==> config.mk <==
export PLATFORM = sky130hd
export DESIGN_NAME = str_to_num_multi
export DESIGN_NICKNAME = d
export VERILOG_FILES = /design/src/rtl/str_to_num_multi.sv
export SDC_FILE = /design/constraint.sdc
export NUM_CORES = 1
export LEC_CHECK = 0
export BUFFER_PORTS_ARGS = -buffer_cell sky130_fd_sc_hd__buf_2
export CORE_MARGIN = 10
export CORE_UTILIZATION = 51
export DETAILED_ROUTE_END_ITERATION = 10
export MAX_ROUTING_LAYER = met4
export PLACE_DENSITY = 0.69
export SYNTH_ARGS = -nofsm -noshare
export SYNTH_HDL_FRONTEND = slang
export SYNTH_SLANG_ARGS = --single-unit
export TNS_END_PERCENT = 20
==> constraint.sdc <==
create_clock -name clk -period 5.6 [get_ports clk]
set_input_delay 0.56 -clock clk [delete_from_list [all_inputs] [get_ports clk]]
set_output_delay 0.56 -clock clk [all_outputs]
set_load 0.1 [all_outputs]
==> src/rtl/str_to_num_multi.sv <==
// ASCII byte-stream to binary number converter.
// Parses decimal tokens, optional leading '-' (two's complement result) and
// optional "0x"/"0X" hex prefix; one result per token on a valid/ready port.
// Magnitude overflow beyond WIDTH bits is flagged per token; the value wraps.
module str_to_num_multi #(
  parameter int WIDTH     = 32,
  parameter bit SIGNED_EN = 1'b1,
  parameter bit HEX_EN    = 1'b1
) (
  input  logic             clk,
  input  logic             rst_n,
  input  logic [7:0]       s_dtm,
  input  logic             s_vld,
  output logic             s_rdy,
  output logic [WIDTH-1:0] n_dtm,
  output logic             n_ovf,
  output logic             n_vld,
  input  logic             n_rdy
);

  localparam logic [7:0] CH_0     = 8'h30;
  localparam logic [7:0] CH_9     = 8'h39;
  localparam logic [7:0] CH_LA    = 8'h61;
  localparam logic [7:0] CH_LF    = 8'h66;
  localparam logic [7:0] CH_UA    = 8'h41;
  localparam logic [7:0] CH_UF    = 8'h46;
  localparam logic [7:0] CH_LX    = 8'h78;
  localparam logic [7:0] CH_UX    = 8'h58;
  localparam logic [7:0] CH_MINUS = 8'h2D;

  typedef enum logic [2:0] {
    WAIT   = 3'd0,
    SIGN   = 3'd1,
    ZERO   = 3'd2,
    DIGITS = 3'd3,
    SEND   = 3'd4
  } state_t;

  state_t           state, state_nxt;
  logic [WIDTH-1:0] acc;
  logic             neg, hex, ovf;

  logic             hs;
  logic             is_dec, is_let, is_x, is_minus, dig_ok;
  logic [3:0]       dval;
  logic [WIDTH+3:0] step;

  assign hs = s_vld && s_rdy;

  // Classify the incoming byte and derive its digit value
  always_comb begin
    is_dec   = (s_dtm >= CH_0) && (s_dtm <= CH_9);
    is_let   = ((s_dtm >= CH_LA) && (s_dtm <= CH_LF)) ||
               ((s_dtm >= CH_UA) && (s_dtm <= CH_UF));
    // letters a-f / A-F share low nibble 1..6, so +9 gives 10..15
    dval     = is_let ? (s_dtm[3:0] + 4'd9) : s_dtm[3:0];
    dig_ok   = is_dec || (hex && is_let);
    is_x     = (s_dtm == CH_LX) || (s_dtm == CH_UX);
    is_minus = SIGNED_EN && (s_dtm == CH_MINUS);
  end

  // Next accumulator value in WIDTH+4 bits; shift-add multiply by base
  always_comb begin
    if (hex)
      step = {acc, 4'b0000} + {{WIDTH{1'b0}}, dval};
    else
      step = {1'b0, acc, 3'b000} + {3'b000, acc, 1'b0} + {{WIDTH{1'b0}}, dval};
  end

  // State register
  always_ff @(posedge clk) begin
    if (!rst_n) state <= WAIT;
    else        state <= state_nxt;
  end

  // Next-state decode
  always_comb begin
    state_nxt = state;
    case (state)
      WAIT, SIGN: begin
        if (hs) begin
          if (is_dec)
            state_nxt = (HEX_EN && (s_dtm == CH_0)) ? ZERO : DIGITS;
          else if ((state == WAIT) && is_minus)
            state_nxt = SIGN;
          else
            state_nxt = WAIT;
        end
      end
      ZERO: begin
        if (hs) state_nxt = (is_x || is_dec) ? DIGITS : SEND;
      end
      DIGITS: begin
        if (hs && !dig_ok) state_nxt = SEND;
      end
      SEND: begin
        if (n_rdy) state_nxt = WAIT;
      end
      default: state_nxt = WAIT;
    endcase
  end

  // Handshake outputs decode registered state only
  always_comb begin
    s_rdy = (state != SEND);
    n_vld = (state == SEND);
  end

  // Token datapath: accumulator, sign/base flags, sticky overflow, result
  always_ff @(posedge clk) begin
    if (!rst_n) begin
      acc   <= '0;
      neg   <= 1'b0;
      hex   <= 1'b0;
      ovf   <= 1'b0;
      n_dtm <= '0;
      n_ovf <= 1'b0;
    end else begin
      case (state)
        WAIT, SIGN: begin
          if (hs) begin
            if (is_dec) begin
              acc <= WIDTH'(dval);
              hex <= 1'b0;
            end else if ((state == WAIT) && is_minus) begin
              neg <= 1'b1;
            end else if (state == SIGN) begin
              // anything but a digit after '-' cancels the sign
              neg <= 1'b0;
            end
          end
        end
        ZERO: begin
          if (hs) begin
            if (is_x) begin
              hex <= 1'b1;
            end else if (is_dec) begin
              acc <= WIDTH'(dval);
            end else begin
              // lone "0": negating zero is still zero
              n_dtm <= '0;
              n_ovf <= ovf;
            end
          end
        end
        DIGITS: begin
          if (hs) begin
            if (dig_ok) begin
              acc <= step[WIDTH-1:0];
              ovf <= ovf | (|step[WIDTH+3:WIDTH]);
            end else begin
              n_dtm <= neg ? ((~acc) + WIDTH'(1)) : acc;
              n_ovf <= ovf;
            end
          end
        end
        SEND: begin
          if (n_rdy) begin
            acc <= '0;
            neg <= 1'b0;
            hex <= 1'b0;
            ovf <= 1'b0;
          end
        end
        default: ;
      endcase
    end
  end

endmodule

* Word level (Yosys, flattened, before mapping)
Index checks and enable logic that the tools add are counted.
Word-level totals: logic and storage cells 114, register bits after elaboration 71, output and inout bits 35, input port bits 12
Operators by class: reduce and logical (&&, ||, !) cells 26, add/sub/neg operators 5, eq/ne operators 22, magnitude comparators 6, multiplexer cells 46, bitwise operators 2
Operator list (count):
- 32-bit two-way mux | 13
- 32-bit one-hot mux with 4 select lines | 1
- 36-bit by 4-bit adder with 36-bit output | 2
- 32-bit one-hot mux with 2 select lines | 1
- 35-bit by 33-bit adder with 36-bit output | 1
- 36-bit two-way mux | 1
- 32-bit by 1-bit adder with 32-bit output (second input constant) | 1
- 32-bit NOT | 1
- 2-bit != test (second input constant) | 11
- 1-bit two-way mux | 18
- 8-bit by 6-bit equality test with 1-bit output (second input constant) | 2
- 8-bit by 7-bit equality test with 1-bit output (second input constant) | 2
- 8-bit by 7-bit greater-or-equal comparator with 1-bit output (second input constant) | 2
- 8-bit by 7-bit <= comparator with 1-bit output (second input constant) | 2
- 3-bit two-way mux | 5
- 3-bit one-hot mux with 4 select lines | 1
- 6-bit AND reduction | 2
- 8-bit by 6-bit greater-or-equal comparator with 1-bit output (second input constant) | 1
- 8-bit by 6-bit <= comparator with 1-bit output (second input constant) | 1
- 4-bit AND reduction | 2
- 1-bit logical AND | 7
- 7-bit AND reduction | 1
- 3-bit by 2-bit equality test with 1-bit output (second input constant) | 2
- 3-bit != test (second input constant) | 2
- other kinds (18) | 25

* Depth between registers and ports, before layout
depth after elaboration 11, depth in mapped cells 17, depth with buffers taken out 17

* Worst setup path before layout
No wires, ideal clock.
kind input to register, start in s_dtm[7], end reg ovf, buffers on the path 0, setup time 125 ps, slack 1169 ps, stages on the path 15, arrival 4306 ps, data required time 5475 ps, path through or4b_2 a311oi_1 nand2_1 xnor2_1 ha_1 ha_1 fa_1 a211oi_1 o211a_1 o21ai_0 a21oi_1 o41ai_1 mux2_2 a211oi_1 a31oi_1
Between the ends: longest elaborated chain between the ends 11, elaborated cells between the ends (all ways) 23, classes of those cells add/sub: 2; order compare: 6; eq/ne: 1; mux: 5; bitwise: 1; reduce/logical: 8
RTL lines:
- start: declaration | line 12 | input logic [7:0] s_dtm,
- 8-bit by 7-bit greater-or-equal comparator with 1-bit output, or another cell as far along | line 53 | is_let = ((s_dtm >= CH_LA) && (s_dtm <= CH_LF)) ||
- 1-bit logical AND, on equally long branches | line 53, 54
- 1-bit logical OR | line 53
- 4-bit two-way mux | line 56 | dval = is_let ? (s_dtm[3:0] + 4'd9) : s_dtm[3:0];
- 36-bit by 4-bit adder with 36-bit output, on equally long branches | line 67, 65
- 36-bit two-way mux | line 64 | if (hex)
- 4-bit OR reduction | line 150 | ovf <= ovf | (|step[WIDTH+3:WIDTH]);
- 1-bit OR | line 150
- 1-bit two-way mux | line 148 | if (dig_ok) begin
- 1-bit two-way mux | line 147 | if (hs) begin
- 1-bit one-hot mux with 2 select lines | line 119 | case (state)
- end signal: assignment | line 150
- end: declaration | line 41 | logic neg, hex, ovf;
Several ways; a longest one is shown, not always the timed one. The select of a mux whose other input is x is not followed. A chain may end at the register's enable or synchronous reset.

* Worst setup path after layout
Same ends and word-level chain as after synthesis.

==> metrics.cfg <==
[floorplan]
die_area_um2=16500
die_x_um=129
start_util_pct=52.5
rows=39
ios=47
die_y_um=129
fp.coreArea_um2=11500

[yosys]
yosysUniqueCellTypes=64
synth_nets=857
ys.flop_type=dfxtp_1
avgSynthCellArea_um2=7.77
synth_area_leaders=dfxtp_1, ha_1, a21oi_1
syn_inst=775
synth_edf_count=0
postSynth.asyncResetShare_pct=0
yosysTopAreaCell=dfxtp_1
syn_area_um2=6020
yosysTopAreaCellShare_pct=23.6
seq_area_frac_synth_pct=23.6
yosysWarningCount=0
ys_seq_elements=71

[sta]
grt_setup_unrepaired=false
final.period_utilization_pct=84.6
max-slew-margin-rel_pct=17.1
min_period_ns=4.74
clock_skew_ns=0.00655
drv_slew=0
fmax_ghz=0.211
setup_viol=0
hold_viol_final=0
finalSetupTns_ns=0
worst_slew_pin_slew_ns=1.24

[detailed_routing]
wl_per_cell_um=17.8
ant_nets=0
wl_um=16700
firstDrtPassIters=5
post-route-drc-count=0
vias=5913
wl_met2_um=7670
top_layer=met4
route.met3.wl_um=862
vias_per_cell=6.30
drt-met1-wl_um=7850
drtIter0Drc=437

[global_routing]
grt_remaining_overflow=0
grt_use_total_pct=20.9
grt_antenna_before_repair=0
grt_pass1_wl_um=27900
grt_pass1_vias=5553
grt_max_degree=63

[finish]
stdcell_count=939
area_delta_synth_final_pct=9.64
layout_commonest_cell=nor2_1
multi_input_area_um2=4360
diodes=0
n_fill_cell=1090
seqCellArea_um2=1420
final_area_um2=6600
fin_nets=874
drive_gt1_share_pct=10.1
layout_common_cells=nor2_1, dfxtp_1, a21oi_1

[power_and_ir_drop]
powerDensity_nw_per_um2=195
p_seq_share_pct=40.8
p_int_uw=933
p_sw_share_pct=27.6
p_sw_uw=355
power.share.clock_pct=45.7
comb_power_share_pct=13.5
vdd.ir_drop.worst_mv=0.161
leakage_nw=2.95
total_power_mw=1.29

[placement]
place_hpwl_um=12200
io_buffers=46
placed_cell_area_um2=6300
place_inst=924
place_congestion=0.954

[critical_path]
path_cells=buf_2 -> or4b_2 -> a311oi_1 -> nand2_1 -> xnor2_1 -> ha_1 -> ha_1 -> fa_1 -> a211oi_1 -> o211a_1 -> o21ai_0 -> a21oi_1 -> o41ai_1 -> mux2_2 -> a211oi_1 -> a31oi_1
end_kind=flip-flop
critPathLaunchType=primary input
cp_slowest_cell=or4b_2
slowest_delay_ns=0.70
rr_endpoint=ovf
r2r_cells=11
required_ns=5.83
critPathKind=primary input to flip-flop
cp_max_fo=5
ff2ff_setup_slack_ns=1.88
crit_arrival_ns=4.97
r2r_start=acc[2]

[clock_network]
htree_levels=3
numCtsBuffers=9
cts_tree=built
cts_resized=0
cts_hold_buffers=0
worstSkewPairLatency_ns=0.35
clockRootBuffer=clkbuf_16
path_clk_slew_ns=0.06
clock-sinks=71
post_cts_buffers=0
clock_path_buffers=2

[flow_run]
drv_cap=0

[worst_hold_path]
hold_depth=2
hp-class=flip-flop to flip-flop
min_to=n_dtm[24]
hp-start=n_dtm[24]

[status]
status=finished clean

-- power groups by stage --
stage	logic (mW)	clock network, mW	registers, mW
finish	0.174	0.589	0.526
global route	0.192	0.617	0.527
CTS	0.172	0.597	0.525
global placement	0.167	0	0.536
detailed placement	0.170	0	0.537
floorplan	0.131	0	0.529
-- registers in the layout, indices dropped and copies added, names as in the netlist --
name	count
acc	32
n_dtm	32
state	3
hex	1
n_ovf	1
neg	1
ovf	1
-- layout make-up --
class / instances / share of cell area [%]
clock inverter: 3 / 0.645
timing repair buffer: 52 / 4.17
multi-input combinational: 640 / 66.0
clock buffer: 12 / 3.89
sequential: 71 / 21.5
inverter: 18 / 1.02
tap: 143 / 2.71
-- cells by family after synthesis --
logic type | count (synthesis) | synth area share (%)
flops | 71 | 23.6
mux | 6 | 1.06
simple gates | 250 | 19.9
compound gates | 260 | 28.9
fa+ha+maj | 70 | 14.7
xor+xnor | 54 | 7.86
buf+inv | 64 | 4.07
-- cell usage after synthesis (8+ instances only) --
| cell | n |
|---|---|
| a211oi_1 | 10 |
| a21o_1 | 16 |
| a21oi_1 | 70 |
| a22oi_1 | 25 |
| clkbuf_1 | 36 |
| dfxtp_1 | 71 |
| ha_1 | 69 |
| inv_1 | 17 |
| nand2_1 | 67 |
| nand3_1 | 16 |
| nand4_1 | 9 |
| nor2_1 | 77 |
| nor2b_1 | 8 |
| nor3_1 | 27 |
| o21a_1 | 9 |
| o21ai_0 | 45 |
| o31ai_1 | 18 |
| or3_1 | 14 |
| xnor2_1 | 26 |
| xor2_1 | 28 |
-- metal layers --
layer  GRT usage [%]  vias to the layer above
met5               -                        -
met4            7.33                        0
met3            3.41                       23
met2            31.2                      166
met1            27.7                     2792
li1                -                     2932
-- worst max-delay path by stage --
stage                     startpoint   to  cells past startpoint  slack [ns]
after detailed placement    s_dtm[7]  ovf                     16        0.55
after CTS                   s_dtm[7]  ovf                     16        0.88
after global routing        s_dtm[7]  ovf                     16        0.58
after global placement      s_dtm[7]  ovf                     16        0.65
final                       s_dtm[7]  ovf                     16        0.86
after floorplan             s_dtm[7]  ovf                     15        1.17
-- worst max-delay path, delay by kind of cell --
kind | cells | cell delay [ns]
XOR/XNOR | 1 | 0.24
adder cells (fa/ha/maj) | 3 | 0.94
AND/OR/NAND/NOR | 2 | 0.85
buffers and inverters | 1 | 0.11
multiplexers | 1 | 0.28
AO/OA/AOI/OAI | 8 | 1.99
-- metrics by stage --
step	util [%]	setup slack, ns	hold WS [ns]
after CTS	57.6	0.884	0.448
final	57.6	0.862	0.444
after global routing	57.6	0.579	0.464
after floorplan	-	1.17	0.484
after detailed placement	54.9	0.549	0.441
after global placement	54.9	0.654	0.436
Note: power is estimated with default switching activity, not from simulation.
